<file path="src/rtl/uart_tx_arb.sv">
// Two-requester packet arbiter in front of a UART transmitter core: round-robin packet locking,
// one-cycle gap after each byte, and deferred baud changes. Optional lock timeout: UART_ARB_TIMEOUT_EN.
module uart_tx_arb #(
    parameter int BAUDBITS  = 9,
    parameter int BAUD_INIT = 26,
    parameter int TIMEOUT   = 255
) (
    input  logic        clk,
    input  logic        rst,
    input  logic        req0_valid,
    input  logic [7:0]  req0_data,
    input  logic        req0_last,
    output logic        req0_ready,
    input  logic        req1_valid,
    input  logic [7:0]  req1_data,
    input  logic        req1_last,
    output logic        req1_ready,
    input  logic        cfg_wr,
    input  logic [15:0] cfg_baud,
    output logic        cfg_busy,
    output logic [1:0]  gnt,
    output logic [15:0] uart_d,
    output logic        uart_wrtx,
    output logic        uart_wrbaud,
    input  logic        uart_thre,
    input  logic        uart_tend
);

    typedef enum logic [2:0] {INIT, IDLE, LOCK, GAP, CFG} state_t;

    state_t                state_q, state_d;
    logic [1:0]            gnt_q, gnt_d;
    logic                  rr_q, rr_d;          // 1: requester 1 wins a tie
    logic                  cfg_busy_q, cfg_busy_d;
    logic [BAUDBITS-1:0]   cfg_val_q, cfg_val_d;
    logic                  last_q, last_d;
    logic                  sel_valid, sel_last;
    logic [7:0]            sel_data;
    logic                  unused_cfg;

    assign unused_cfg = ^cfg_baud;
    assign sel_valid  = gnt_q[1] ? req1_valid : req0_valid;
    assign sel_data   = gnt_q[1] ? req1_data  : req0_data;
    assign sel_last   = gnt_q[1] ? req1_last  : req0_last;
    assign gnt        = gnt_q;
    assign cfg_busy   = cfg_busy_q;

`ifdef UART_ARB_TIMEOUT_EN
    logic [7:0] tmo_q, tmo_d;
`endif

    always_comb begin
        state_d     = state_q;
        gnt_d       = gnt_q;
        rr_d        = rr_q;
        cfg_busy_d  = cfg_busy_q;
        cfg_val_d   = cfg_val_q;
        last_d      = last_q;
        req0_ready  = 1'b0;
        req1_ready  = 1'b0;
        uart_wrtx   = 1'b0;
        uart_wrbaud = 1'b0;
        uart_d      = 16'h0000;

        if (cfg_wr) begin
            cfg_val_d  = cfg_baud[BAUDBITS-1:0];
            cfg_busy_d = 1'b1;
        end

        case (state_q)
            INIT: begin
                uart_wrbaud             = 1'b1;
                uart_d[BAUDBITS-1:0]    = BAUDBITS'(BAUD_INIT);
                state_d                 = IDLE;
            end
            IDLE: begin
                // A pending baud change blocks new grants until the line drains.
                if (cfg_busy_q) begin
                    if (uart_tend) state_d = CFG;
                end else if (req0_valid && (!req1_valid || !rr_q)) begin
                    gnt_d   = 2'b01;
                    rr_d    = 1'b1;
                    state_d = LOCK;
                end else if (req1_valid) begin
                    gnt_d   = 2'b10;
                    rr_d    = 1'b0;
                    state_d = LOCK;
                end
            end
            LOCK: begin
                req0_ready = gnt_q[0] & uart_thre;
                req1_ready = gnt_q[1] & uart_thre;
                if (sel_valid && uart_thre) begin
                    uart_wrtx = 1'b1;
                    uart_d    = {8'h00, sel_data};
                    last_d    = sel_last;
                    state_d   = GAP;
                end
`ifdef UART_ARB_TIMEOUT_EN
                else if (tmo_q == 8'(TIMEOUT)) begin
                    gnt_d   = 2'b00;
                    state_d = IDLE;
                end
`endif
            end
            GAP: begin
                if (last_q) begin
                    gnt_d   = 2'b00;
                    state_d = IDLE;
                end else begin
                    state_d = LOCK;
                end
            end
            CFG: begin
                uart_wrbaud          = 1'b1;
                uart_d[BAUDBITS-1:0] = cfg_val_q;
                if (!cfg_wr) cfg_busy_d = 1'b0;
                state_d              = IDLE;
            end
            default: state_d = INIT;
        endcase

        // Strobes stay quiet while reset is held; INIT fires on the first free cycle.
        if (rst) begin
            req0_ready  = 1'b0;
            req1_ready  = 1'b0;
            uart_wrtx   = 1'b0;
            uart_wrbaud = 1'b0;
            uart_d      = 16'h0000;
        end
    end

`ifdef UART_ARB_TIMEOUT_EN
    always_comb begin
        tmo_d = 8'h00;
        if (state_q == LOCK && state_d == LOCK && !sel_valid)
            tmo_d = (tmo_q == 8'(TIMEOUT)) ? tmo_q : tmo_q + 8'h01;
    end
`endif

    always_ff @(posedge clk) begin
        if (rst) begin
            state_q    <= INIT;
            gnt_q      <= 2'b00;
            rr_q       <= 1'b0;
            cfg_busy_q <= 1'b0;
            cfg_val_q  <= '0;
            last_q     <= 1'b0;
`ifdef UART_ARB_TIMEOUT_EN
            tmo_q      <= 8'h00;
`endif
        end else begin
            state_q    <= state_d;
            gnt_q      <= gnt_d;
            rr_q       <= rr_d;
            cfg_busy_q <= cfg_busy_d;
            cfg_val_q  <= cfg_val_d;
            last_q     <= last_d;
`ifdef UART_ARB_TIMEOUT_EN
            tmo_q      <= tmo_d;
`endif
        end
    end

endmodule

</file>
<file path="config.mk">
export PLATFORM = sky130hd
export DESIGN_NAME = uart_tx_arb
export DESIGN_NICKNAME = d
export VERILOG_FILES = /design/src/rtl/uart_tx_arb.sv
export SDC_FILE = /design/constraint.sdc
export NUM_CORES = 1
export LEC_CHECK = 0
export ABC_AREA = 1
export CORE_ASPECT_RATIO = 0.8
export CORE_MARGIN = 10
export CORE_UTILIZATION = 38
export DETAILED_ROUTE_END_ITERATION = 16
export PLACE_DENSITY = 0.8
export SLEW_MARGIN = 20
export SYNTH_ARGS = -nofsm -noshare
export SYNTH_HDL_FRONTEND = slang
export SYNTH_SLANG_ARGS = --single-unit
</file>
<file path="constraint.sdc">
create_clock -name clk -period 1.9 [get_ports clk]
set_input_delay 0.57 -clock clk [delete_from_list [all_inputs] [get_ports clk]]
set_output_delay 0.57 -clock clk [all_outputs]
set_load 0.05 [all_outputs]
</file>
==> impl_results.md <==
- Yosys reg bits: 17
- Die H: 68.4 um
- Final instance area: 2210 um2
- Root Buffer: clkbuf_8
- Yosys warning count: 0
- Synthesized instance count: 171
- Hold Fails Final Rpt: 0
- Die X: 80.5 um
- Setup crit start kind: input pin
- Final setup fails: 8
- CTS Buffer Depth: 2
- RSZ-0062 raised after global routing: true
- Post-Route WL: 4100 um
- Dominant cell type by area after synthesis: dfxtp_1
- Period minus WS final: 2.05 ns
- Hold path depth: 2
- Core area: 2790 um2
- Final WS setup: -0.149 ns
- Iteration-0 DRC Markers: 80
- CTS sink cnt: 17
- Layout area overhead: 98.9%
- Reg2reg end: gnt[0]$_SDFFE_PP0P_
- Reg2Reg Launch Point: state_q[1]$_SDFFE_PP0P_
- Setup Slack @ Placement: -0.523 ns
- Num CTS Buffers: 3
- Slew Limit Fails: 0
- Max Clk Rate: 488 MHz
- Total grt overflow: 0
- Number of diodes: 0
- Global route hottest layer: met2
- Initial antenna violation count: 0
- Fin crit share: 1.08
- Total track usage: 0.143
- CP Class: in2out
- CP max FO: 8
- Vias in the first global route: 1313
- Setup tns final: -0.983 ns
- Cell variety after synth: 28
- WP data required: 1.33 ns
- Dpl hpwl: 3050 um
- Status: finished, violations left
- Yosys top cell area share: 0.306
- Hold_buf cts: 0
- FF-to-FF setup slack: 0.53 ns
- I/O pin count: 64
- Design Power: 2.08 mW
- Die Area: 5500 um2
- Area after DPL: 1980 um2
- Std cell rows: 17
- Port bufs: 49
- Most frequent cells after synthesis: nand2_1, nor2_1, dfxtp_1
- Initial cell density of the core: 0.399
- GRT met3 Usage: 0.0497
- Worst Hold Class: reg2reg
- Worst path arrival time: 1.48 ns
- Clk pin slew, worst setup/hold paths: 0.07 ns
- Routability cong.: 0.843
- Pin count of the biggest net entering global routing: 17
- Placed cell count: 266
- M2 GR Usage: 0.237
- HP Start: rr_q$_SDFFE_PP0P_
- Synthesized area: 1110 um2
- Failing checks: negative setup slack
- Via/cell ratio: 4.91
- Post-synth EDFFs: 0
- Synth area leaders: dfxtp_1, nand2_1, nor2_1
- Hold endpoint: rr_q$_SDFFE_PP0P_
- PwrDens: 942 nW/um2
- MaxCap Viol Count: 0
- R2R depth: 7
- Skew-Pair Late Insertion Delay: 0.26 ns
- Hold slack: 0.490 ns
- H-tree levels: 1
- Grt met1 use: 0.165
- Avg Inst Size Synth: 6.50 um2
- CP Capture Type: output port
- Vias after detailed routing: 1379
- Peak VDD IR: 0.603 mV
- Final ANT Viol Nets: 0
- CTS tree: built
- Fillers: 184
- Post-Layout Cell Count: 281
- Synth Flop Type: dfxtp_1
- First-pass GRT wire length: 6070 um
- # DRC: 0
- Clock skew: 0.00293 ns
- Post-synthesis sequential area ratio: 0.306
- Top-count cell post-synth: nand2_1
- Post-DR wirelength/cell: 14.6 um
- Final core occ: 0.794
- Leakage power: 0.985 nW
- Ys async rst share: 0
- Final net count: 285
- Share of layout cells above drive strength 1: 0.428
- DR pass1 iterations: 4
==> area by class of cell <==
cell class / instances / area [um2] / area share
Clock inverter: 1 / 6.26 / 0.00283
Inverter: 14 / 70.1 / 0.0317
Clock buffer: 3 / 41.3 / 0.0187
Multi-Input combinational cell: 134 / 868 / 0.393
Sequential cell: 17 / 353 / 0.160
Tap cell: 38 / 47.5 / 0.0215
Timing Repair Buffer: 74 / 826 / 0.373
==> flip-flops by register name (all words and copies together), names as in the netlist <==
| signal | cells |
|---|---|
| cfg_busy | 1 |
| state_q | 3 |
| rr_q | 1 |
| last_q | 1 |
| gnt | 2 |
| cfg_val_q | 9 |
==> timing repair <==
item / in CTS / in global routing
setup endpoints to repair: 13 / 12
resized for setup: 61 / 14
setup buffers: 9 / 4
hold endpoints to repair: 0 / 0
pin swaps: 38 / 21
==> worst max-delay path: stages <==
cell and delay [ns]:
buf_4 0.10, nand2_4 0.05, nand2_4 0.07, nand2_4 0.07
nor2_8 0.21, nand2_4 0.08, a21oi_4 0.17, buf_12 0.15
==> layer usage <==
metal  vias to the layer above  part of all wire
met5                         -                 0
li1                        681                 -
met1                       631              0.43
met4                         0             0.013
met2                        60              0.48
met3                         7             0.078
==> power by group <==
| part | switching (mW) | internal (mW) |
|---|---|---|
| logic | 0.743 | 0.585 |
| registers | 0.0562 | 0.417 |
| clock network | 0.133 | 0.149 |
==> placed cells by master, fill, tap and decap left out, types with 6 or more instances in the layout <==
master and n:
nand2_1 32, buf_4 22, nor2_1 21, buf_12 16, dlygate4sd2_1 15, nor2_4 13, o21ai_0 13, dfxtp_1 13
clkdlybuf4s50_1 13, nand2_2 8, nand2_4 7, a21oi_1 7, conb_1 7, inv_1 6, nand3_1 6
==> kinds of logic after synthesis <==
kind of cell / after synthesis / synth area share
AO/OA/AOI/OAI: 30 / 0.148
buffers and inverters: 26 / 0.130
flip-flops: 17 / 0.306
AND/OR/NAND/NOR: 97 / 0.412
other: 1 / 0.00337
==> worst max-delay path by stage <==
stage	from	endpoint	slack, ns	depth (start not counted)
final	req0_valid	uart_d[4]	-0.15	8
after global routing	gnt[1]$_SDFFE_PP0P_	uart_d[4]	-0.20	7
after CTS	gnt[1]$_SDFFE_PP0P_	uart_d[1]	-0.18	8
after detailed placement	req0_valid	uart_d[1]	-0.52	8
after global placement	req1_valid	uart_d[1]	-0.50	8
after floorplan	req1_valid	uart_d[1]	-0.02	6
Note: power is estimated with default switching activity, not from simulation.
